--- src/rtl/demux1x4_behav.sv ---
// Receive-side 1:4 lane demultiplexer: rebuilds four byte lanes from a TDM stream
// and presents each completed group with per-lane valids and a one-cycle strobe.
module demux1x4_behav #(
    parameter int WIDTH = 8
) (
    input  logic             clk,
    input  logic             reset,
    input  logic [WIDTH-1:0] in,
    input  logic             valid_in,
    input  logic             sync,
    output logic [WIDTH-1:0] out0,
    output logic [WIDTH-1:0] out1,
    output logic [WIDTH-1:0] out2,
    output logic [WIDTH-1:0] out3,
    output logic [3:0]       valid_out,
    output logic             out_stb
);

    logic [1:0]       slot;
    logic [1:0]       eslot;
    logic             realign;
    logic [WIDTH-1:0] stage0;
    logic [WIDTH-1:0] stage1;
    logic [WIDTH-1:0] stage2;
    logic [2:0]       sval;

    // sync forces the current byte to lane 0; a sync off slot 0 abandons the partial frame
    always_comb begin
        eslot   = slot;
        realign = 1'b0;
        if (sync) begin
            eslot   = 2'd0;
            realign = (slot != 2'd0);
        end
    end

    always_ff @(posedge clk) begin
        if (reset) begin
            slot      <= 2'd0;
            stage0    <= '0;
            stage1    <= '0;
            stage2    <= '0;
            sval      <= 3'b000;
            out0      <= '0;
            out1      <= '0;
            out2      <= '0;
            out3      <= '0;
            valid_out <= 4'b0000;
            out_stb   <= 1'b0;
        end else begin
            slot    <= eslot + 2'd1;
            out_stb <= 1'b0;
            case (eslot)
                2'd0: begin
                    stage0 <= in;
                    if (realign) begin
                        sval <= {2'b00, valid_in};
                    end else begin
                        sval[0] <= valid_in;
                    end
                end
                2'd1: begin
                    stage1  <= in;
                    sval[1] <= valid_in;
                end
                2'd2: begin
                    stage2  <= in;
                    sval[2] <= valid_in;
                end
                default: begin
                    // Lanes flagged invalid are zeroed so stale staging data never leaks out
                    out0      <= sval[0] ? stage0 : '0;
                    out1      <= sval[1] ? stage1 : '0;
                    out2      <= sval[2] ? stage2 : '0;
                    out3      <= valid_in ? in : '0;
                    valid_out <= {valid_in, sval};
                    out_stb   <= 1'b1;
                end
            endcase
        end
    end

endmodule
--- config.mk ---
export PLATFORM = sky130hd
export DESIGN_NAME = demux1x4_behav
export DESIGN_NICKNAME = d
export VERILOG_FILES = /design/src/rtl/demux1x4_behav.sv
export SDC_FILE = /design/constraint.sdc
export NUM_CORES = 1
export LEC_CHECK = 0
export BUFFER_PORTS_ARGS = -buffer_cell sky130_fd_sc_hd__buf_2
export CORE_ASPECT_RATIO = 2
export CORE_MARGIN = 5
export CORE_UTILIZATION = 57
export DETAILED_ROUTE_END_ITERATION = 10
export PLACE_DENSITY = 0.86
export SYNTH_ARGS = -nofsm -noshare
export SYNTH_HDL_FRONTEND = slang
export SYNTH_SLANG_ARGS = --single-unit
--- constraint.sdc ---
create_clock -name clk -period 4.08 [get_ports clk]
set_input_delay 0.408 -clock clk [delete_from_list [all_inputs] [get_ports clk]]
set_output_delay 0.408 -clock clk [all_outputs]
set_load 0.01 [all_outputs]
==> run metrics <==
Antenna Cells 0; syn nets around 290; hpwl dp about 3700 um; CTS clk-pin slew, worst paths approximately 70 ps; crit path DAT roughly 2200 ps; layout cells sized above 1 21.32%; port bufs between 40 and 50; status completed; # hold bufs at CTS 0; antenna violations before repair 0; Placer Congestion a little under 0.8; Max Cap Violations 0; placed cell area roughly 0.0026 mm^2; Post-CTS Repair Setup Buffers 0; Longest Clk Path Bufs 2; worst-path cell chain and3b_1 > nand3_1 > a21oi_1; met2 Track Usage GR between 30% and 40%; syn_area_per_cell 8.790 um^2; total power 1284 uW; vias in the first global route 1,992; global route hottest layer met2; Finished Cell Area about 0.0028 mm^2; switch share roughly 23%; Seq/Total Area, Yosys 54.46%; PwrDens around 460 mW/mm^2; drt pass-1 iters 4; Sink Count 66; worst clock skew approximately 5.1 ps; latest clock arrival within the worst-skew pair 330 ps; Tcrit/Tclk final 48.40%; CTS root buf clkbuf_8; ranking of synthesized cells by area dfxtp_1 (54%), nand2_1 (9.9%), a21oi_1 (9.5%), mux2i_1 (6.6%), nand3_1 (5.0%); ANT nets after route 0; Initial Utilization roughly three fifths; RSZ-0062 raised after global routing no; final hold violation count 0; FMAX 506.4 MHz; Max VDD drop 0.0003531 V; Hold Crit Class input port to flop; Combinational Power Share between 5 and 6%; CP max FO 36; leading area contributor after synthesis dfxtp_1; crit-path max cell delay 1010 ps; Pleak 0.001150 uW; Die X-Extent 56.13 um; Via density around 5.5; Flop pwr share a little over half; CTS H-tree lvls 3; core area just over 0.004 mm^2; total gr overflow 0; post_cts resized 0; Non-Filler Instances between 300 and 400; number of instances in the placed design 355; IO Count 49; Worst Max-Slew Pin Slew around 1200 ps; WP data required between 4000 and 5000 ps; Synth Warn # 0; clock power share a little over two fifths; Syn Inst Count around 280; Internal 992.8 uW; met3 Track Usage GR 6.321%; # fillers about 340; pin count of the biggest net entering global routing 59; crit path capture type flop; Area Overhead vs Synth 15.68%; total global-route track usage between 20% and 30%; Startpoint Class flop; CTS Buf Count 9; final routed DRC violation total 0; Nets roughly 330; die footprint 0.005740 mm^2; #FFs+latches synth 66; Setup CP Type flop to flop; sw power between 200 and 300 uW; DR vias approximately 2,000; CP max-delay cell and3b_1; Syn Std Cell Area approximately 0.0024 mm^2; Initial DRC Count 60; Final Max Tran Viols 0; Synth top area share approximately 54%; commonest cells after routing, fill and taps aside dfxtp_1 (66), nand2_1 (64), buf_2 (48); # setup viols final 0; die height 102.3 um; most common cell after layout, fill and taps aside dfxtp_1; routed wire length per instance between 10 and 15 um; relative slew slack about a fifth; Distinct cells, synth 22; DRT Wirelength around 5300 um; met1 usage between 20% and 30%; minimum clock period ~2000 ps; Finished Core Util roughly 68%; global-route wire length before repair ~9000 um; setup TNS 0 ps; # rows 33; CTS tree built
[routing by layer]
metal | share of wire (%) | wire length [um]
met1 | 38 | 2009
met2 | 54 | 2854
met3 | 5.0 | 267
met4 | 3.7 | 195
met5 | 0 | 0
[cell usage after synthesis]
library cell  instances
nand2b_1              1
dfxtp_1              66
nor2b_1               1
a21oi_1              46
nand3b_2              1
and2b_1               1
a31o_2                1
o21bai_2              1
buf_2                10
and3b_1               1
buf_6                 5
mux2i_1              16
o21ba_2               1
nand2_1              64
nand3_1              24
o21ai_0               2
buf_1                 2
clkbuf_1              4
inv_1                 3
ha_1                  3
nor2_1               21
nand4b_1              2
[critical path: cells and delay by family, from the launching register on]
family	cells	cell delay (ps)
AO/OA/AOI/OAI	1	190
flip-flops	1	470
AND/OR/NAND/NOR	2	1220
[flip-flops by register name, indices dropped and copies added (netlist names)]
register   flops
out2           8
stage1         8
out0           8
sval           3
valid_out      4
out3           8
stage0         8
out_stb        1
slot           2
stage2         8
out1           8
[final timing paths]
check | endpoint | depth (start not counted) | slack, ps | from
max | out0[2] | 3 | 2110 | slot[0]
min | stage0[5] | 3 | 360 | in[5]
max reg2reg | out0[2] | 3 | 2110 | slot[0]
min reg2reg | out1[3] | 2 | 450 | out1[3]
[power by group through the flow]
stage / sequential (uW) / clock [uW] / combinational [uW]
2_1_floorplan: 679 / 0 / 49.7
3_3_place_gp: 684 / 0 / 62.1
3_5_place_dp: 685 / 0 / 64.3
4_1_cts: 670 / 555 / 65.0
5_1_grt: 672 / 585 / 71.9
6_report: 670 / 549 / 65.1
[per-stage QoR]
step,hold slack (ps),setup WS [ps]
after floorplan,428.2,2692
after global placement,437.6,2114
after detailed placement,441.5,2082
after CTS,344.2,2094
after global routing,364.9,1851
final,360.1,2105
[kinds of logic after synthesis]
kind of cell               after synthesis  synth area share, %
buffers and inverters                   24                5.776
muxes                                   16                6.601
DFF                                     66                54.46
AOI/OAI and AO/OA                       51                11.14
and+or+nand+nor                        116                20.48
adders and majority gates                3                1.547
[area by class of cell]
type | instances | area [um^2] | share of cell area, %
Sequential cell | 66 | 1321 | 47.08
Multi-Input combinational cell | 186 | 964.7 | 34.37
Timing Repair Buffer | 48 | 240.2 | 8.560
Clock buffer | 11 | 151.4 | 5.395
Tap cell | 52 | 65.06 | 2.318
Clock inverter | 5 | 52.55 | 1.872
Inverter | 3 | 11.26 | 0.4012
No activity file was read; power rests on OpenSTA's default activity.
